**config.mk**
```make
export PLATFORM = sky130hd
export DESIGN_NAME = phasegen_flat
export DESIGN_NICKNAME = d
export VERILOG_FILES = /design/src/rtl/phasegen_if.sv /design/src/rtl/phasegen.sv /design/src/flat_wrapper.sv
export SDC_FILE = /design/constraint.sdc
export NUM_CORES = 1
export LEC_CHECK = 0
export BUFFER_PORTS_ARGS = -buffer_cell sky130_fd_sc_hd__buf_2
export CAP_MARGIN = 0
export CORE_ASPECT_RATIO = 1.1
export CORE_MARGIN = 4
export CORE_UTILIZATION = 51
export DETAILED_ROUTE_END_ITERATION = 8
export MAX_ROUTING_LAYER = met4
export PLACE_DENSITY = 0.86
export SETUP_SLACK_MARGIN = 0.1
export SKIP_LAST_GASP = 1
export SLEW_MARGIN = 5
export SYNTH_ARGS = -nofsm -noshare
export SYNTH_HDL_FRONTEND = slang
export SYNTH_SLANG_ARGS = --single-unit
export TNS_END_PERCENT = 20
```
**constraint.sdc**
```tcl
create_clock -name clock -period 3.5 [get_ports clock]
set_input_delay 0.175 -clock clock [delete_from_list [all_inputs] [get_ports clock]]
set_output_delay 0.175 -clock clock [all_outputs]
set_load 0.01 [all_outputs]
```
**src/rtl/phasegen_if.sv**
```systemverilog
// phasegen_if: front-panel and controller bundle for phasegen.
// The breakpoint signals exist only when PHASEGEN_BREAK_EN is defined.
interface phasegen_if #(parameter int CNT_WIDTH = 32);
    logic                 run;
    logic                 stop;
    logic                 step_phase;
    logic                 step_inst;
    logic                 cont;
    logic [3:0]           cstate;
    logic [3:0]           phase;
    logic                 running;
    logic                 inst_done;
    logic [CNT_WIDTH-1:0] inst_cnt;
`ifdef PHASEGEN_BREAK_EN
    logic                 bp_en;
    logic [31:0]          bp_addr;
    logic [31:0]          pc;
    logic                 bp_hit;
    modport master (
        output run, stop, step_phase, step_inst, cont, bp_en, bp_addr, pc,
        input  cstate, phase, running, inst_done, inst_cnt, bp_hit
    );
    modport slave (
        input  run, stop, step_phase, step_inst, cont, bp_en, bp_addr, pc,
        output cstate, phase, running, inst_done, inst_cnt, bp_hit
    );
`else
    modport master (
        output run, stop, step_phase, step_inst, cont,
        input  cstate, phase, running, inst_done, inst_cnt
    );
    modport slave (
        input  run, stop, step_phase, step_inst, cont,
        output cstate, phase, running, inst_done, inst_cnt
    );
`endif
endinterface

```
**src/rtl/phasegen.sv**
```systemverilog
// phasegen: one-hot IF/DE/EX/WB phase sequencer with phase/instruction/continuous run modes.
// Defining PHASEGEN_BREAK_EN adds a PC breakpoint that halts continuous run at IF.
module phasegen #(
    parameter int CNT_WIDTH = 32
) (
    input logic       clock,
    input logic       reset,
    phasegen_if.slave pg_io
);
    typedef enum logic [1:0] {S_IDLE, S_PHASE, S_INST, S_CONT} state_e;
    localparam logic [3:0] PH_IF = 4'b0001;
    localparam logic [3:0] PH_WB = 4'b1000;

    state_e               state_q, state_d, sel_mode;
    logic [3:0]           phase_q, phase_d;
    logic                 stop_pend_q, stop_pend_d;
    logic [CNT_WIDTH-1:0] cnt_q, cnt_d;
    logic                 running, in_wb, start, bp_stop;

    assign running  = state_q != S_IDLE;
    assign in_wb    = phase_q == PH_WB;
    assign start    = !running && pg_io.run && (pg_io.step_phase || pg_io.step_inst || pg_io.cont);
    assign sel_mode = pg_io.step_phase ? S_PHASE : pg_io.step_inst ? S_INST : S_CONT;

`ifdef PHASEGEN_BREAK_EN
    logic first_q, bp_hit_q;
    // The first active cycle after a start is exempt so a run can resume past the breakpoint.
    assign bp_stop = state_q == S_CONT && phase_q == PH_IF && pg_io.bp_en &&
                     pg_io.pc == pg_io.bp_addr && !first_q;
    always_ff @(posedge clock or negedge reset) begin
        if (!reset) begin
            first_q  <= 1'b0;
            bp_hit_q <= 1'b0;
        end else begin
            first_q  <= start;
            bp_hit_q <= bp_stop || (bp_hit_q && !start);
        end
    end
    assign pg_io.bp_hit = bp_hit_q;
`else
    assign bp_stop = 1'b0;
`endif

    always_ff @(posedge clock or negedge reset) begin
        if (!reset) begin
            state_q     <= S_IDLE;
            phase_q     <= PH_IF;
            stop_pend_q <= 1'b0;
            cnt_q       <= '0;
        end else begin
            state_q     <= state_d;
            phase_q     <= phase_d;
            stop_pend_q <= stop_pend_d;
            cnt_q       <= cnt_d;
        end
    end

    always_comb begin
        state_d     = state_q;
        stop_pend_d = stop_pend_q || (running && pg_io.stop);
        phase_d     = running && !bp_stop ? {phase_q[2:0], phase_q[3]} : phase_q;
        cnt_d       = cnt_q + CNT_WIDTH'(running && in_wb);
        case (state_q)
            S_IDLE: begin
                state_d     = start ? sel_mode : S_IDLE;
                stop_pend_d = start && pg_io.stop;
            end
            S_PHASE: state_d = S_IDLE;
            S_INST:  state_d = in_wb ? S_IDLE : S_INST;
            default: state_d = bp_stop || (in_wb && stop_pend_d) ? S_IDLE : S_CONT;
        endcase
        if (state_d == S_IDLE)
            stop_pend_d = 1'b0;
    end

    always_comb begin
        pg_io.cstate    = running && !bp_stop ? phase_q : 4'b0000;
        pg_io.inst_done = running && in_wb;
    end

    assign pg_io.phase    = phase_q;
    assign pg_io.running  = running;
    assign pg_io.inst_cnt = cnt_q;
endmodule

```
**src/flat_wrapper.sv**
```systemverilog
// flat-port wrapper written by rule: the top's interface ports become plain ports
module phasegen_flat 
#(
    parameter int CNT_WIDTH = 32
)
  (clock, reset, pg_io_run, pg_io_stop, pg_io_step_phase, pg_io_step_inst, pg_io_cont, pg_io_cstate, pg_io_phase, pg_io_running, pg_io_inst_done, pg_io_inst_cnt);
  phasegen_if #(.CNT_WIDTH(CNT_WIDTH)) pg_io_i ();
  input logic clock;
  input logic reset;
  input wire logic [$bits(pg_io_i.run)-1:0] pg_io_run;
  input wire logic [$bits(pg_io_i.stop)-1:0] pg_io_stop;
  input wire logic [$bits(pg_io_i.step_phase)-1:0] pg_io_step_phase;
  input wire logic [$bits(pg_io_i.step_inst)-1:0] pg_io_step_inst;
  input wire logic [$bits(pg_io_i.cont)-1:0] pg_io_cont;
  output wire logic [$bits(pg_io_i.cstate)-1:0] pg_io_cstate;
  output wire logic [$bits(pg_io_i.phase)-1:0] pg_io_phase;
  output wire logic [$bits(pg_io_i.running)-1:0] pg_io_running;
  output wire logic [$bits(pg_io_i.inst_done)-1:0] pg_io_inst_done;
  output wire logic [$bits(pg_io_i.inst_cnt)-1:0] pg_io_inst_cnt;
  assign pg_io_i.run = pg_io_run;
  assign pg_io_i.stop = pg_io_stop;
  assign pg_io_i.step_phase = pg_io_step_phase;
  assign pg_io_i.step_inst = pg_io_step_inst;
  assign pg_io_i.cont = pg_io_cont;
  assign pg_io_cstate = pg_io_i.cstate;
  assign pg_io_phase = pg_io_i.phase;
  assign pg_io_running = pg_io_i.running;
  assign pg_io_inst_done = pg_io_i.inst_done;
  assign pg_io_inst_cnt = pg_io_i.inst_cnt;
  phasegen #(.CNT_WIDTH(CNT_WIDTH)) u_core (.clock(clock), .reset(reset), .pg_io(pg_io_i));
endmodule
```
==> run_results.csv <==
group,metric,value,unit
outcome,outcome,"finished clean",
clocking,clkSinkCount,39,
routing,drt-initial-drc-count,54,
setup_path,critPathMaxStageDelay,730,ps
global_routing,grt_max_degree,40,
layout,fin_area,2180,um2
synth,yosys-top-cells-area,"dfrtp_1, xnor2_1, xor2_1",
pwr,p_per_area,410,nW/um2
routing,drt-total-wl,3530,um
routing,viasPerCell,5.28,
hold_path,min_from,"pg_io_step_phase",
floorplan,ios,49,
synth,yosysMostFrequentCell,"dfrtp_1",
setup_path,reg2reg_from,"u_core.pg_io.phase[2]",
job,max_cap_viol_count,0,
placement,globalplace.congestion,0.812,
setup_path,rr_endpoint,"u_core.pg_io.inst_cnt[28]",
synth,yosysTopAreaCellShare,53.6,%
floorplan,rows,22,
placement,dp_cells,249,
setup_path,crit_chain,"or4b_2 -> nor2_1 -> ha_1 -> ha_1 -> nand4_1 -> nor4_4 -> nand3_1 -> xnor2_1",
setup_path,start_kind,"flop",
setup_path,crit_buf_inv,0,
synth,ys_warn_count,0,
global_routing,grt_pass1_wl,6020,um
layout,layout-drive-gt1-share,29.5,%
timing,worst_slew_margin_rel,44.8,%
floorplan,core_region_area,3330,um2
timing,max_freq,0.356,GHz
routing,drc_errors,0,
setup_path,path_common_cell,"ha_1",
timing,max_slew.worst_pin.slew,827,ps
synth,synthFlopType,"dfrtp_1",
routing,wl_per_cell,13.7,um
setup_path,reg2reg_slack,690,ps
pwr,p_leak,1.20,nW
clocking,worstSkewPairLatency,350,ps
layout,instances_no_fill,258,
pwr,peakVddDrop,0.317,mV
synth,syn_avg_cell_area,11.4,um2
clocking,cts_root_buf,"clkbuf_4",
routing,via_count,1363,
clocking,htreeDepth,2,
clocking,cts-resized-gates,0,
synth,synth.distinct_cells,28,
layout,fillers,263,
hold_path,min_path_cells,2,
placement,dpl_cell_area,2070,um2
global_routing,grt_overflow_total,0,
global_routing,antenna_found_initial,0,
global_routing,grt_use_total,17.4,%
setup_path,ff2ff_path_depth,8,
timing,rsz0062_at_grt,"false",
setup_path,endpoint_kind,"flop",
layout,antenna-diode-count,0,
synth,syn_area,1770,um2
clocking,cts_buffers,5,
setup_path,crit_fanout,8,
synth,yosysTopAreaCell,"dfrtp_1",
hold_path,hold_end,"u_core.state_q[1]",
floorplan,die_y,69.9,um
clocking,clockBufferDepth,2,
setup_path,critPathSlowestCell,"or4b_2",
setup_path,arrival,3060,ps
timing,slew_violations,0,
layout,finalCoreUtilization,65.4,%
timing,period_share,80.2,%
clocking,clkTransAtPathRegs,120,ps
timing,post-route-min-period,2810,ps
hold_path,min-delay-path-class,"in2reg",
global_routing,grt_pass1_vias,1342,
setup_path,crit_family,"simple AND/OR/NAND/NOR gates",
routing,drt-pass1-iter-count,4,
layout,area_growth,22.7,%
timing,finalSetupViolCount,0,
synth,yosysSeqAreaShare,55.1,%
synth,synth_edf_count,0,
synth,ys_ff_latch,39,
synth,yosys-top-cells-count,"dfrtp_1, xnor2_1, nand3_1, nand2_1, nand4_1",
synth,syn_inst,155,
placement,hpwl,2660,um
clocking,cts_tree,"built",
layout,num-nets-final,219,
timing,hold_violations,0,
synth,syn-num-nets,165,
timing,fin_tns_setup,0,ps
floorplan,dieArea,4490,um2
floorplan,start_util,53.3,%
setup_path,crit_required,3750,ps
floorplan,die_w,64.2,um
placement,port-buffer-count,48,
synth,async_reset_ff_share,100,%
timing,skew,14.6,ps
setup_path,path_class,"reg2reg",
routing,drtAntennaViolNets,0,
worst max path at each step:
stage,start,endpoint,cells after the start
5_1_grt,u_core.pg_io.phase[2],u_core.pg_io.inst_cnt[20],8
6_report,u_core.pg_io.phase[2],u_core.pg_io.inst_cnt[28],8
3_3_place_gp,u_core.pg_io.phase[2],u_core.pg_io.inst_cnt[20],8
4_1_cts,u_core.pg_io.phase[2],u_core.pg_io.inst_cnt[28],8
3_5_place_dp,u_core.pg_io.phase[2],u_core.pg_io.inst_cnt[28],8
2_1_floorplan,u_core.pg_io.phase[2],u_core.pg_io.inst_cnt[20],8
cell families after synthesis:
| family | share of synthesized area [%] |
|---|---|
| and+or+nand+nor | 22.9 |
| adders and majority gates | 2.12 |
| xor gates and xnor gates | 14.8 |
| buffers and inverters | 1.34 |
| AOI/OAI and AO/OA | 3.74 |
| DFF | 55.1 |
state kept, by name, indices dropped and copies added, names as in the netlist:
name and cells:
u_core.pg_io.inst_cnt 32, u_core.pg_io.phase 4, u_core.state_q 2, u_core.stop_pend_q 1
per-layer routing:
| metal | track usage, % | part of all wire, % | vias up |
|---|---|---|---|
| met1 | 21.3 | 43 | 657 |
| met5 | - | 0 | - |
| met4 | 4.23 | 0.91 | 0 |
| met2 | 28.2 | 49 | 46 |
| met3 | 5.31 | 6.2 | 5 |
| li1 | - | - | 655 |
power by group:
group          internal, mW  switching (mW)
logic                0.0179          0.0382
clock network         0.223           0.141
registers             0.464         0.00903
final cells by class:
cell class / count / area [um2] / share of cell area [%]
clock buffers: 6 / 41.3 / 1.90
clock inverters: 2 / 60.1 / 2.76
inverters: 4 / 15.0 / 0.690
multi-input cells: 110 / 773 / 35.5
flip-flops and latches: 39 / 977 / 44.9
well taps: 48 / 60.1 / 2.76
repair buffers: 49 / 250 / 11.5
worst reg2reg max path: cells and delay by family (launching register included):
| kind | cells | cell delay (ps) |
|---|---|---|
| simple gates | 5 | 1710 |
| fa+ha+maj | 2 | 450 |
| flops | 1 | 410 |
| xor+xnor | 1 | 150 |
what timing repair did:
action | CTS | global route
buffers inserted | 0 | 0
hold buffers | 1 | 0
endpoints found under the hold margin | 38 | 0
metrics by stage:
step | setup WS (ps) | hold slack [ps] | total power, mW
2_1_floorplan | 784 | -121 | 0.514
3_3_place_gp | 792 | 318 | 0.536
3_5_place_dp | 661 | 321 | 0.538
4_1_cts | 647 | 33.9 | 0.903
5_1_grt | 439 | 35.5 | 0.931
6_report | 693 | 54.2 | 0.893
cells in the final DEF (no fill, tap or decap):
cell and count:
nor2_1 10, a21oi_1 2, nand2_1 11, nor4_4 2, o21ai_0 2, nand4_4 1
o32ai_1 1, inv_1 4, dlygate4sd3_1 1, xnor2_1 20, or4_4 1, clkbuf_4 5
and4_1 1, nand3_1 14, bufinv_16 2, nor2b_1 4, nand4_1 11, or4b_2 1
o211ai_1 1, xor2_1 10, buf_2 48, dfstp_2 1, nand3b_1 1, a21o_1 4
nor3_2 1, nor3_1 3, dfrtp_1 38, and3_1 3, ha_1 3, clkbuf_1 1
nor4_1 3
Note: power is estimated with default switching activity, not from simulation.
